--- config.mk ---
export PLATFORM = sky130hd
export DESIGN_NAME = serial_port
export DESIGN_NICKNAME = d
export VERILOG_FILES = /design/src/rtl/serial_pkg.sv /design/src/rtl/serial_clk_gen.sv /design/src/rtl/serial_port.sv
export SDC_FILE = /design/constraint.sdc
export NUM_CORES = 1
export LEC_CHECK = 0
export CORE_ASPECT_RATIO = 1.25
export CORE_MARGIN = 1
export CORE_UTILIZATION = 35
export CTS_BUF_LIST = sky130_fd_sc_hd__clkbuf_16
export DETAILED_ROUTE_END_ITERATION = 7
export GPL_TIMING_DRIVEN = 0
export HOLD_SLACK_MARGIN = 0.02
export PLACE_DENSITY = 0.68
export SLEW_MARGIN = 20
export SYNTH_ARGS = -nofsm -noshare
export SYNTH_HDL_FRONTEND = slang
export SYNTH_SLANG_ARGS = --single-unit
--- constraint.sdc ---
create_clock -name clk -period 3.2 [get_ports clk]
set_clock_uncertainty 0.05 [all_clocks]
set_input_delay 0.64 -clock clk [delete_from_list [all_inputs] [get_ports clk]]
set_output_delay 0.64 -clock clk [all_outputs]
set_load 0.1 [all_outputs]
--- src/rtl/serial_pkg.sv ---
// Shared constants for the serial link port: register addresses and SC bit positions.
package serial_pkg;
    localparam logic [15:0] SB_ADDR   = 16'hFF01;
    localparam logic [15:0] SC_ADDR   = 16'hFF02;
    localparam int          SC_START  = 7;
    localparam int          SC_SPEED  = 1;
    localparam int          SC_CLKSEL = 0;
endpackage

--- src/rtl/serial_clk_gen.sv ---
// Bit-clock generation for the serial port: internal divider or synchronised external SCK,
// producing one-cycle fall/rise strobes for the shifter.
module serial_clk_gen #(
    parameter int CLK_DIV     = 512,
    parameter int FAST_DIV    = 16,
    parameter int SYNC_STAGES = 2
) (
    input  logic clk,
    input  logic rst,
    input  logic i_active,
    input  logic i_clksel,
    input  logic i_fast,
    input  logic i_restart,
    input  logic i_sck_in,
    output logic o_fall,
    output logic o_rise,
    output logic o_sck_out
);
    localparam int DIV_MAX = (CLK_DIV > FAST_DIV) ? CLK_DIV : FAST_DIV;
    localparam int DIV_W   = $clog2(DIV_MAX);

    logic [DIV_W-1:0]       r_div;
    logic [SYNC_STAGES-1:0] r_sck_sync;
    logic                   r_sck_prev;
    logic                   r_sck_out;
    logic [DIV_W-1:0]       w_div_last;
    logic [DIV_W-1:0]       w_div_half;
    logic                   w_int_run;
    logic                   w_ext_run;
    logic                   w_sck_cur;
    logic                   w_int_fall;
    logic                   w_int_rise;

    assign w_div_last = i_fast ? DIV_W'(FAST_DIV - 1) : DIV_W'(CLK_DIV - 1);
    assign w_div_half = i_fast ? DIV_W'(FAST_DIV / 2) : DIV_W'(CLK_DIV / 2);
    assign w_int_run  = i_active && i_clksel;
    assign w_ext_run  = i_active && !i_clksel;
    assign w_sck_cur  = r_sck_sync[SYNC_STAGES-1];

    assign w_int_fall = w_int_run && (r_div == '0);
    assign w_int_rise = w_int_run && (r_div == w_div_half);

    assign o_fall    = w_int_fall || (w_ext_run && r_sck_prev && !w_sck_cur);
    assign o_rise    = w_int_rise || (w_ext_run && !r_sck_prev && w_sck_cur);
    assign o_sck_out = r_sck_out;

    always_ff @(posedge clk) begin
        if (rst) begin
            r_div      <= '0;
            r_sck_sync <= '1;
            r_sck_prev <= 1'b1;
            r_sck_out  <= 1'b1;
        end else begin
            r_sck_sync[0] <= i_sck_in;
            for (int i = 1; i < SYNC_STAGES; i++)
                r_sck_sync[i] <= r_sck_sync[i-1];
            r_sck_prev <= w_sck_cur;

            if (i_restart || !w_int_run)
                r_div <= '0;
            else if (r_div == w_div_last)
                r_div <= '0;
            else
                r_div <= r_div + 1'b1;

            // SCK only leaves high while the internal clock is actually shifting
            if (i_restart || !w_int_run)
                r_sck_out <= 1'b1;
            else if (w_int_fall)
                r_sck_out <= 1'b0;
            else if (w_int_rise)
                r_sck_out <= 1'b1;
        end
    end
endmodule

--- src/rtl/serial_port.sv ---
// Game Boy serial link port: SB/SC registers, 8-bit shifter, bus decode and
// level interrupt request held until acknowledged.
module serial_port
    import serial_pkg::*;
#(
    parameter int CLK_DIV     = 512,
    parameter int FAST_DIV    = 16,
    parameter int CGB_MODE    = 0,
    parameter int SYNC_STAGES = 2
) (
    input  logic        clk,
    input  logic        rst,
    input  logic [15:0] a,
    output logic [7:0]  dout,
    input  logic [7:0]  din,
    input  logic        rd,
    input  logic        wr,
    output logic        int_serial_req,
    input  logic        int_serial_ack,
    input  logic        sck_in,
    output logic        sck_out,
    output logic        sck_oe,
    input  logic        sin,
    output logic        sout
);
    logic [7:0]             r_sb;
    logic                   r_start;
    logic                   r_speed;
    logic                   r_clksel;
    logic [3:0]             r_count;
    logic                   r_req;
    logic                   r_sout;
    logic [SYNC_STAGES-1:0] r_sin_sync;

    logic w_wr_sb;
    logic w_wr_sc;
    logic w_active;
    logic w_fast;
    logic w_speed_rd;
    logic w_fall;
    logic w_rise;
    logic w_shift_ok;
    logic w_done;
    logic w_sck_out;

    assign w_wr_sb    = wr && (a == SB_ADDR);
    assign w_wr_sc    = wr && (a == SC_ADDR);
    assign w_active   = (r_count != 4'd0);
    assign w_fast     = (CGB_MODE != 0) && r_speed;
    assign w_speed_rd = (CGB_MODE != 0) ? r_speed : 1'b1;
    // A CPU write on the same edge as a shift edge wins; the shift is lost.
    assign w_shift_ok = !(w_wr_sb || w_wr_sc);
    assign w_done     = w_shift_ok && w_rise && (r_count == 4'd1);

    serial_clk_gen #(
        .CLK_DIV     (CLK_DIV),
        .FAST_DIV    (FAST_DIV),
        .SYNC_STAGES (SYNC_STAGES)
    ) u_clk_gen (
        .clk       (clk),
        .rst       (rst),
        .i_active  (w_active),
        .i_clksel  (r_clksel),
        .i_fast    (w_fast),
        .i_restart (w_wr_sc),
        .i_sck_in  (sck_in),
        .o_fall    (w_fall),
        .o_rise    (w_rise),
        .o_sck_out (w_sck_out)
    );

    assign sck_out        = w_sck_out;
    assign sck_oe         = r_clksel;
    assign sout           = r_sout;
    assign int_serial_req = r_req;

    // Bus idles high when not being read.
    always_comb begin
        dout = 8'hFF;
        if (rd) begin
            case (a)
                SB_ADDR: dout = r_sb;
                SC_ADDR: dout = {r_start, 5'b11111, w_speed_rd, r_clksel};
                default: dout = 8'hFF;
            endcase
        end
    end

    always_ff @(posedge clk) begin
        if (rst) begin
            r_sb       <= 8'h00;
            r_start    <= 1'b0;
            r_speed    <= 1'b0;
            r_clksel   <= 1'b0;
            r_count    <= 4'd0;
            r_req      <= 1'b0;
            r_sout     <= 1'b1;
            r_sin_sync <= '0;
        end else begin
            r_sin_sync[0] <= sin;
            for (int i = 1; i < SYNC_STAGES; i++)
                r_sin_sync[i] <= r_sin_sync[i-1];

            if (w_shift_ok && w_fall)
                r_sout <= r_sb[7];
            if (w_shift_ok && w_rise) begin
                r_sb    <= {r_sb[6:0], r_sin_sync[SYNC_STAGES-1]};
                r_count <= r_count - 4'd1;
                if (r_count == 4'd1)
                    r_start <= 1'b0;
            end

            if (w_wr_sb)
                r_sb <= din;
            if (w_wr_sc) begin
                r_start  <= din[SC_START];
                r_speed  <= din[SC_SPEED];
                r_clksel <= din[SC_CLKSEL];
                r_count  <= din[SC_START] ? 4'd8 : 4'd0;
            end

            if (w_done)
                r_req <= 1'b1;
            else if (int_serial_ack)
                r_req <= 1'b0;
        end
    end
endmodule

==> results.sh <==
export IMPL_outcome="finished, final reports clean"
export IMPL_root_buffer="clkbuf_16"
export IMPL_worst_slew_pin_slew_ns=0.972
export IMPL_ant_nets=0
export IMPL_routed_wl_um=3710
export IMPL_synth_nets=208
export IMPL_ys_ff_latch=31
export IMPL_n_fill_cell=406
export IMPL_criticalPathCategory="input port to output port"
export IMPL_die_area_um2=4600
export IMPL_yosysWarnings=0
export IMPL_drc=0
export IMPL_die_h_um=75.6
export IMPL_num_rows=26
export IMPL_die_w_um=60.9
export IMPL_syn_area_per_cell_um2=8.87
export IMPL_numPortBuffers=42
export IMPL_first_iter_violations=55
export IMPL_diodes=0
export IMPL_clk_latency_ns=0.28
export IMPL_synth_seq_area_share_pct=40.9
export IMPL_slew_headroom_pct=35.0
export IMPL_ff_latch_area_um2=621
export IMPL_tns_ns=0
export IMPL_cts_htree_levels=2
export IMPL_reg2regPathDepth=8
export IMPL_antenna_found_initial=0
export IMPL_period_share_pct=98.1
export IMPL_r2r_end="r_count[0]"
export IMPL_holdBufCountCts=0
export IMPL_drive_gt1_share_pct=15.3
export IMPL_required_ns=2.51
export IMPL_area_growth_pct=45.5
export IMPL_r2r_setup_slack_ns=1.04
export IMPL_overflow=0
export IMPL_cts_sinks=31
export IMPL_cp_start_kind="input port"
export IMPL_path_clk_slew_ns=0.05
export IMPL_cts_max_path_buffers=2
export IMPL_synth_distinct_cells=38
export IMPL_total_leakage_power_nw=0.798
export IMPL_postPlaceCellArea_um2=2010
export IMPL_fmax_ghz=0.319
export IMPL_netlist_instances=171
export IMPL_gp_congestion=0.776
export IMPL_worst_ep_arrival_time_ns=2.45
export IMPL_cts_inserted_buffers=5
export IMPL_cts_tree="done"
export IMPL_rsz0062_at_grt="true"
export IMPL_holdWs_ns=0.366
export IMPL_cp_startpoint="a[4]"
export IMPL_hold_depth=1
export IMPL_irDropWorstVdd_mv=0.355
export IMPL_io_pins=43
export IMPL_grt_pass1_wl_um=5730
export IMPL_start_util_pct=36.7
export IMPL_grt_max_degree=11
export IMPL_multiInputGateArea_um2=860
export IMPL_dp_hpwl_um=2700
export IMPL_finalSetupViolCount=0
export IMPL_grt_use_total_pct=17.7
export IMPL_maxCapViolCount=0
export IMPL_min_to="u_clk_gen.r_sck_sync[1]"
export IMPL_power_density_nw_per_um2=445
export IMPL_hold_class="flip-flop to flip-flop"
export IMPL_via_per_inst=5.20
export IMPL_wl_per_cell_um=13.3
export IMPL_r2r_start="u_clk_gen.r_div[0]"
export IMPL_vias=1446
export IMPL_crit_path_end_kind="output port"
export IMPL_final_area_um2=2210
export IMPL_nets=258
export IMPL_drt_first_pass_iters=4
export IMPL_slew_viol_final=0
export IMPL_hold_viol_final=0
export IMPL_core_area_um2=4130
export IMPL_path_max_fanout=6
export IMPL_min_from="u_clk_gen.r_sck_sync[0]"
export IMPL_first_global_vias=1308
export IMPL_post_route_min_period_ns=3.14
export IMPL_syn_cell_area_um2=1520
==> power breakdown <==
group	internal (mW)	switching, mW
logic	0.0397	0.0203
clock network	0.362	0.169
registers	0.389	0.000855
==> critical path, cell delays in order <==
cell,delay (ns)
clkdlybuf4s50_1,0.40
or4_4,0.56
nor4_4,0.21
nand2_2,0.13
or2_2,0.31
buf_6,0.19
==> registers in the layout, summed over array words and instances (netlist names) <==
signal / count
int_serial_req: 1
r_count: 4
r_sb: 8
r_sin_sync: 2
r_start: 1
sck_oe: 1
sout: 1
u_clk_gen.o_sck_out: 1
u_clk_gen.r_div: 9
u_clk_gen.r_sck_prev: 1
u_clk_gen.r_sck_sync: 2
==> metrics by stage <==
step / power (mW) / worst slack (ns) / util (%) / std cells
after floorplan: 0.413 / 0.295 / - / 171
after detailed placement: 0.456 / -1.03 / 48.6 / 269
after global placement: 0.455 / -1.03 / 48.6 / 269
after CTS: 0.989 / 0.00460 / 52.7 / 277
after global routing: 1.01 / -0.0177 / 53.4 / 278
final: 0.981 / 0.0616 / 53.4 / 278
==> routing by layer <==
metal	part of all wire, %	vias up	track usage (%)
met4	3.9	0	11.9
met2	48	49	29.5
li1	-	710	-
met1	41	674	18.9
met3	6.5	13	5.77
met5	0	-	0
==> cell families (layout without fill, tap and decap cells) <==
kind of cell,after synthesis,count (layout),synth area share (%)
AND/OR/NAND/NOR,82,82,30.4
multiplexers,4,4,2.64
flip-flops,31,31,40.9
XOR/XNOR,6,6,3.47
AO/OA/AOI/OAI,30,30,14.1
adder cells (fa/ha/maj),6,6,4.95
buffers and inverters,12,63,3.55
==> worst max path at each step <==
stage,end,slack [ns],depth (start not counted)
floorplan,dout[1],0.30,4
global placement,dout[2],-1.03,6
detailed placement,dout[6],-1.03,6
CTS,dout[0],0.005,5
global route,dout[4],-0.02,6
finish,dout[4],0.06,6
==> timing repair <==
item                                    4_1_cts  5_1_grt
pin swaps                                     2        2
buffers inserted                              0        1
gates resized for setup                      44        9
endpoints found under the setup margin        8        7
==> cells in the final DEF, fill, tap and decap left out, types with 6 or more instances in the layout <==
cell,Yosys,layout
nand2_1,10,9
nand3_1,11,11
dfxtp_1,31,31
inv_1,8,8
ha_1,6,6
a22oi_1,6,6
a21oi_1,8,8
or2_2,9,9
clkdlybuf4s50_1,0,34
nor2_1,19,19
==> final cells by class <==
class	count	area share, %
Sequential cell	31	28.1
Timing Repair Buffer	43	19.9
Clock inverter	3	1.76
Clock buffer	5	5.67
Inverter	8	1.36
Multi-Input combinational cell	128	38.9
Tap cell	56	3.17
Buffer	4	1.08
==> cell usage after synthesis <==
cell type / instances / area share (%)
nor4b_1: 1 / 0.58
buf_2: 1 / 0.33
or2_2: 9 / 3.7
clkbuf_1: 2 / 0.50
o21a_1: 1 / 0.50
nor4_4: 1 / 1.4
a211o_2: 1 / 0.66
nand4_1: 2 / 0.82
xnor2_1: 3 / 1.7
a311o_1: 1 / 0.66
a22oi_1: 6 / 3.0
xor2_1: 3 / 1.7
a2111oi_0: 1 / 0.58
mux2i_1: 4 / 2.6
nor2b_1: 4 / 1.6
and3_1: 2 / 0.82
and2_1: 2 / 0.82
nand3b_1: 5 / 2.5
a211oi_1: 4 / 2.0
o22ai_1: 2 / 0.82
buf_6: 1 / 0.74
nor3b_1: 3 / 1.5
nand2b_1: 4 / 1.6
a31oi_1: 3 / 1.2
a41oi_1: 1 / 0.58
ha_1: 6 / 5.0
inv_1: 8 / 2.0
nor2_1: 19 / 4.7
nor4_1: 1 / 0.41
a211oi_2: 1 / 0.82
nor3_1: 5 / 1.6
a41o_1: 1 / 0.66
or4_4: 2 / 1.5
nand2_1: 10 / 2.5
a21oi_1: 8 / 2.6
nand4b_1: 1 / 0.58
nand3_1: 11 / 3.6
dfxtp_1: 31 / 41
(Power assumes the default switching activity.)
